--- src/rtl/code_entry_ctrl_pkg.sv ---
// Shared types and constants for the keypad code entry controller.
// Holds state encoding, digit width and default durations.
package code_entry_ctrl_pkg;

    localparam int DIGIT_W = 4;

    localparam int DEF_DIGITS   = 4;
    localparam int DEF_TIMEOUT  = 50_000_000;
    localparam int DEF_HOLD     = 25_000_000;
    localparam int DEF_MAX_FAIL = 3;
    localparam int DEF_LOCK     = 250_000_000;

    typedef enum logic [2:0] {
        ST_IDLE    = 3'd0,
        ST_COLLECT = 3'd1,
        ST_CHECK   = 3'd2,
        ST_GRANT   = 3'd3,
        ST_DENY    = 3'd4,
        ST_LOCKOUT = 3'd5
    } state_e;

    function automatic int max3(input int a, input int b, input int c);
        int m;
        m = (a > b) ? a : b;
        return (m > c) ? m : c;
    endfunction

endpackage

--- src/rtl/code_entry_ctrl_cycle_timer.sv ---
// Loadable down-counter shared by timeout, hold and lockout durations.
// Ports: clk, rst (sync, active-low), load_i/load_val_i, value_o, expired_o.
module code_entry_ctrl_cycle_timer #(
    parameter int W = 8
) (
    input  logic         clk,
    input  logic         rst,
    input  logic         load_i,
    input  logic [W-1:0] load_val_i,
    output logic [W-1:0] value_o,
    output logic         expired_o
);

    logic [W-1:0] cnt_q;
    logic [W-1:0] cnt_d;

    // Counts down freely and parks at zero; a load always wins.
    always_comb begin
        cnt_d = cnt_q;
        if (load_i) begin
            cnt_d = load_val_i;
        end else if (cnt_q != '0) begin
            cnt_d = cnt_q - W'(1);
        end
    end

    always_ff @(posedge clk) begin
        if (!rst) begin
            cnt_q <= '0;
        end else begin
            cnt_q <= cnt_d;
        end
    end

    assign value_o   = cnt_q;
    assign expired_o = (cnt_q == '0);

endmodule

--- src/rtl/code_entry_ctrl.sv ---
// Keypad access controller: collects DIGITS digits, compares to code_val,
// drives grant/deny/lockout. Ports: digit_in, enter/clear pulses, status outs.
module code_entry_ctrl
    import code_entry_ctrl_pkg::*;
#(
    parameter int DIGITS         = DEF_DIGITS,
    parameter int TIMEOUT_CYCLES = DEF_TIMEOUT,
    parameter int HOLD_CYCLES    = DEF_HOLD,
    parameter int MAX_FAIL       = DEF_MAX_FAIL,
    parameter int LOCK_CYCLES    = DEF_LOCK
) (
    input  logic                      clk,
    input  logic                      rst,
    input  logic [DIGIT_W-1:0]        digit_in,
    input  logic                      enter_pulse,
    input  logic                      clear_pulse,
    input  logic [DIGIT_W*DIGITS-1:0] code_val,
    output logic                      access_ok,
    output logic                      access_denied,
    output logic                      locked,
    output logic                      busy,
    output logic [2:0]                digit_count
);

    localparam int CW   = DIGIT_W * DIGITS;
    localparam int TMAX = max3(TIMEOUT_CYCLES, HOLD_CYCLES, LOCK_CYCLES);
    localparam int TW   = $clog2(TMAX + 1);
    localparam int FW   = $clog2(MAX_FAIL + 1);

    localparam logic [2:0]    DIG_N    = 3'(DIGITS);
    localparam logic [FW-1:0] FAIL_MAX = FW'(MAX_FAIL);
    // GRANT/DENY/LOCKOUT leave when the timer reaches 0, so the load is
    // one less than the number of cycles the state must last.
    localparam logic [TW-1:0] T_TIMEOUT = TW'(TIMEOUT_CYCLES);
    localparam logic [TW-1:0] T_HOLD    = TW'(HOLD_CYCLES - 1);
    localparam logic [TW-1:0] T_LOCK    = TW'(LOCK_CYCLES - 1);

    state_e        state_q, state_d;
    logic [CW-1:0] entry_q, entry_d;
    logic [2:0]    cnt_q, cnt_d;
    logic [FW-1:0] fail_q, fail_d;
    logic [FW-1:0] fail_inc;
    logic [CW-1:0] entry_shift;

    logic          tmr_load;
    logic [TW-1:0] tmr_load_val;
    logic [TW-1:0] tmr_value;
    logic          tmr_expired;

    code_entry_ctrl_cycle_timer #(
        .W (TW)
    ) u_timer (
        .clk        (clk),
        .rst        (rst),
        .load_i     (tmr_load),
        .load_val_i (tmr_load_val),
        .value_o    (tmr_value),
        .expired_o  (tmr_expired)
    );

    assign entry_shift = {entry_q[CW-DIGIT_W-1:0], digit_in};
    assign fail_inc    = (fail_q == FAIL_MAX) ? fail_q : fail_q + FW'(1);

    always_comb begin
        state_d      = state_q;
        entry_d      = entry_q;
        cnt_d        = cnt_q;
        fail_d       = fail_q;
        tmr_load     = 1'b0;
        tmr_load_val = '0;

        unique case (state_q)
            ST_IDLE: begin
                cnt_d = '0;
                if (enter_pulse) begin
                    entry_d      = entry_shift;
                    cnt_d        = 3'd1;
                    tmr_load     = 1'b1;
                    tmr_load_val = T_TIMEOUT;
                    state_d      = (DIG_N == 3'd1) ? ST_CHECK : ST_COLLECT;
                end
            end
            ST_COLLECT: begin
                if (clear_pulse) begin
                    cnt_d   = '0;
                    state_d = ST_IDLE;
                end else if (enter_pulse) begin
                    entry_d      = entry_shift;
                    cnt_d        = cnt_q + 3'd1;
                    tmr_load     = 1'b1;
                    tmr_load_val = T_TIMEOUT;
                    if (cnt_q + 3'd1 == DIG_N) begin
                        state_d = ST_CHECK;
                    end
                end else if (tmr_value == '0) begin
                    // abandoned entry; not a failure
                    cnt_d   = '0;
                    state_d = ST_IDLE;
                end
            end
            ST_CHECK: begin
                cnt_d    = '0;
                tmr_load = 1'b1;
                if (entry_q == code_val) begin
                    fail_d       = '0;
                    tmr_load_val = T_HOLD;
                    state_d      = ST_GRANT;
                end else begin
                    fail_d = fail_inc;
                    if (fail_inc == FAIL_MAX) begin
                        tmr_load_val = T_LOCK;
                        state_d      = ST_LOCKOUT;
                    end else begin
                        tmr_load_val = T_HOLD;
                        state_d      = ST_DENY;
                    end
                end
            end
            ST_GRANT, ST_DENY: begin
                cnt_d = '0;
                if (tmr_expired) begin
                    state_d = ST_IDLE;
                end
            end
            ST_LOCKOUT: begin
                cnt_d = '0;
                if (tmr_expired) begin
                    fail_d  = '0;
                    state_d = ST_IDLE;
                end
            end
            default: begin
                cnt_d   = '0;
                state_d = ST_IDLE;
            end
        endcase
    end

    always_ff @(posedge clk) begin
        if (!rst) begin
            state_q <= ST_IDLE;
            entry_q <= '0;
            cnt_q   <= '0;
            fail_q  <= '0;
        end else begin
            state_q <= state_d;
            entry_q <= entry_d;
            cnt_q   <= cnt_d;
            fail_q  <= fail_d;
        end
    end

    assign access_ok     = (state_q == ST_GRANT);
    assign access_denied = (state_q == ST_DENY);
    assign locked        = (state_q == ST_LOCKOUT);
    assign busy          = (state_q != ST_IDLE);
    assign digit_count   = cnt_q;

endmodule

--- config.mk ---
export PLATFORM = sky130hd
export DESIGN_NAME = code_entry_ctrl
export DESIGN_NICKNAME = d
export VERILOG_FILES = /design/src/rtl/code_entry_ctrl_pkg.sv /design/src/rtl/code_entry_ctrl_cycle_timer.sv /design/src/rtl/code_entry_ctrl.sv
export SDC_FILE = /design/constraint.sdc
export NUM_CORES = 1
export LEC_CHECK = 0
export BUFFER_PORTS_ARGS = -buffer_cell sky130_fd_sc_hd__buf_2
export CAP_MARGIN = 20
export CORE_AREA = 5 5 77 79
export DETAILED_ROUTE_END_ITERATION = 12
export DIE_AREA = 0 0 82 84
export GPL_TIMING_DRIVEN = 1
export PLACE_DENSITY = 0.76
export SLEW_MARGIN = 0
export SYNTH_ARGS = -nofsm -noshare
export SYNTH_HDL_FRONTEND = slang
export SYNTH_SLANG_ARGS = --single-unit
export TNS_END_PERCENT = 30
--- constraint.sdc ---
create_clock -name clk -period 2.7 [get_ports clk]
set_input_delay 0.135 -clock clk [delete_from_list [all_inputs] [get_ports clk]]
set_output_delay 0.135 -clock clk [all_outputs]
set_load 0.05 [all_outputs]
==> results.toml <==
[run_status]
outcome = "finished, final reports clean"

[critical_path]
crit_path_end_kind = "flop"
cp_top_family = "simple AND/OR/NAND/NOR gates"
max_stage_delay_ps = 570
cp.depth = 5
r2r_slack_ps = 280
crit_required_ps = 2940
worst-path-buf-inv = 0
slowest_stage = "or4_4"
cp-startpoint = "u_timer.value_o[7]"
worstPathArrival_ps = 2660
crit_type = "flop to flop"
startpoint_type = "flop"
crit_path_cell_trace = "or4_4 > or4_4 > or3_1 > or3_1 > a31oi_1"
r2r_cells = 5
r2r_start = "u_timer.value_o[7]"
crit_path_max_fanout = 10

[synth]
syn_nets = 381
syn_area_per_cell_sq_um = 8.03
synth_top_area_cell = "dfxtp_1"
synthTopCellsByCount = "nand2_1, dfxtp_1, a21oi_1"
ys_ff_latch = 52
synthTopCellsByArea = "dfxtp_1, nand2_1, a21oi_1"
yosysUniqueCellTypes = 60
synth_top_area_share_pct = 36.6
synthArstFlopShare_pct = 0
ys.flop_type = "dfxtp_1"
yosysWarnings = 0
synth.most_common_cell = "nand2_1"
netlist_instances = 354
syn_area_sq_mm = 0.00284
synth-edff-count = 0
yosysSeqAreaShare_pct = 36.6

[clock_network]
post_cts_resized = 0
cts_tree = "built"
numCtsBuffers = 5
cts_buffer_depth = 2
cts_setup_buffers = 0
holdBufCountCts = 0
clk_pin_slew_ps = 110
clockRootBuffer = "clkbuf_8"
worstSkewPairLatency_ps = 320
h-tree-depth = 2
clock-sinks = 52

[worst_hold_path]
hold_path.class = "input pin to flop"
holdCritStartpoint = "digit_in[0]"
whs_path_depth = 3

[timing]
maxSlewViolCount = 0
fin_setup_tns_ps = 0
slew_headroom_pct = 60.0
fin_worst_skew_ps = 12.8
fin_crit_sh_pct = 89.6
min_period_ps = 2420
holdWs_ps = 40.4
worst_pin_slew_ps = 595
setup_viol = 0
hold_viol = 0
timing.fmax_mhz = 413
rsz0062_at_grt = "no"

[power]
power_switching_mw = 0.645
pwr-share-clk_pct = 24.9
total_leakage_power_nw = 1.15
p_seq_share_pct = 47.3
comb_power_share_pct = 27.8
ir_drop_mv = 0.340
power_density_mw_per_mm2 = 593
p_sw_share_pct = 34.1
intPower_mw = 1.25

[floorplanning]
die_w_microns = 82
ios = 31
core-area_sq_mm = 0.00527
num_rows = 27
start_util_pct = 53.9
die-area_sq_mm = 0.00689
die_y_microns = 84

[detailed_routing]
drtIter0Drc = 190
dr.pass1.iters = 5
drc = 0
routed_wirelength_mm = 6.73
vias = 2697
via_per_inst = 5.89
wire_per_inst_microns = 14.7
antenna_left = 0

[grt]
grt_pass1_vias = 2499
grt_max_degree = 25
grt_pass1_wl_mm = 11.7
gr-total-overflow = 0
antenna_found_initial = 0
grt_usage_pct = 21.1

[placement]
gp_congestion = 0.885
numPortBuffers = 30
place_hpwl_mm = 4.81

[finish]
nets = 412
areaGrowthSynthToFinish_pct = 12.1
antenna_cells = 0
fill_cells = 461
layout-drive-gt1-share_pct = 17.6

[run]
maxCapViolations = 0
-- sequential cells by signal, indices dropped and copies added (netlist names) --
register,flops
state_q,3
digit_count,3
u_timer.value_o,28
entry_q,16
fail_q,2
-- worst reg2reg max path: stages, from the launching register on --
cell     delay, ps
dfxtp_1        380
or4_4          560
or4_4          570
or3_1          340
or3_1          350
a31oi_1        150
-- per-stage QoR --
step	power [mW]	instance area, sq um	setup slack, ps	util, %	std cells
final	1.89	3190	280	60.5	458
after global placement	1.42	3090	342	58.7	450
after global routing	2.00	3190	154	60.5	458
after CTS	1.90	3190	282	60.5	458
after floorplan	1.29	2840	337	-	354
after detailed placement	1.43	3090	307	58.7	450
-- area by class of cell --
type / instances / area [sq um] / share of cell area, %
Tap cell: 72 / 90.1 / 2.83
Clock buffer: 5 / 68.8 / 2.16
Sequential cell: 52 / 1040 / 32.7
Timing Repair Buffer: 45 / 263 / 8.24
Clock inverter: 3 / 25.0 / 0.785
Multi-Input combinational cell: 271 / 1660 / 52.2
Inverter: 10 / 37.5 / 1.18
-- logic make-up after synthesis --
family | after synthesis | share of synthesized area [%]
adder cells (fa/ha/maj) | 3 | 1.32
multiplexers | 1 | 0.352
buffers and inverters | 31 | 4.89
XOR/XNOR | 24 | 7.39
flip-flops | 52 | 36.6
AND/OR/NAND/NOR | 146 | 27.6
AO/OA/AOI/OAI | 97 | 21.8
-- routing by layer --
layer / part of all wire, % / global-route usage [%] / routed length, microns
met5: 0 / 0 / 0
met4: 0.92 / 5.44 / 62
met3: 7.4 / 4.75 / 497
met2: 47 / 33.0 / 3170
met1: 45 / 28.9 / 3010
-- layout by cell type, fill, tap and decap left out, types with 8 or more instances in the layout --
cell type / count
dfxtp_1: 52
a31oi_1: 8
a21oi_1: 39
nand3_1: 9
buf_2: 30
xnor2_1: 21
inv_1: 9
o31ai_1: 8
buf_4: 15
nor4_1: 14
o21ai_0: 12
nor2_1: 15
nand2_1: 54
nor3_1: 9
-- worst paths after layout --
check,endpoint
worst max-delay path,u_timer.value_o[13]
worst min-delay path,entry_q[0]
worst max register to register,u_timer.value_o[13]
worst min register to register,entry_q[13]
-- power groups by stage --
stage / Sequential (mW) / Clock, mW / Combinational [mW]
3_3_place_gp: 0.908 / 0 / 0.513
5_1_grt: 0.907 / 0.510 / 0.581
6_report: 0.895 / 0.471 / 0.525
3_5_place_dp: 0.911 / 0 / 0.518
2_1_floorplan: 0.896 / 0 / 0.392
4_1_cts: 0.893 / 0.482 / 0.522
No activity file was read; power rests on OpenSTA's default activity.
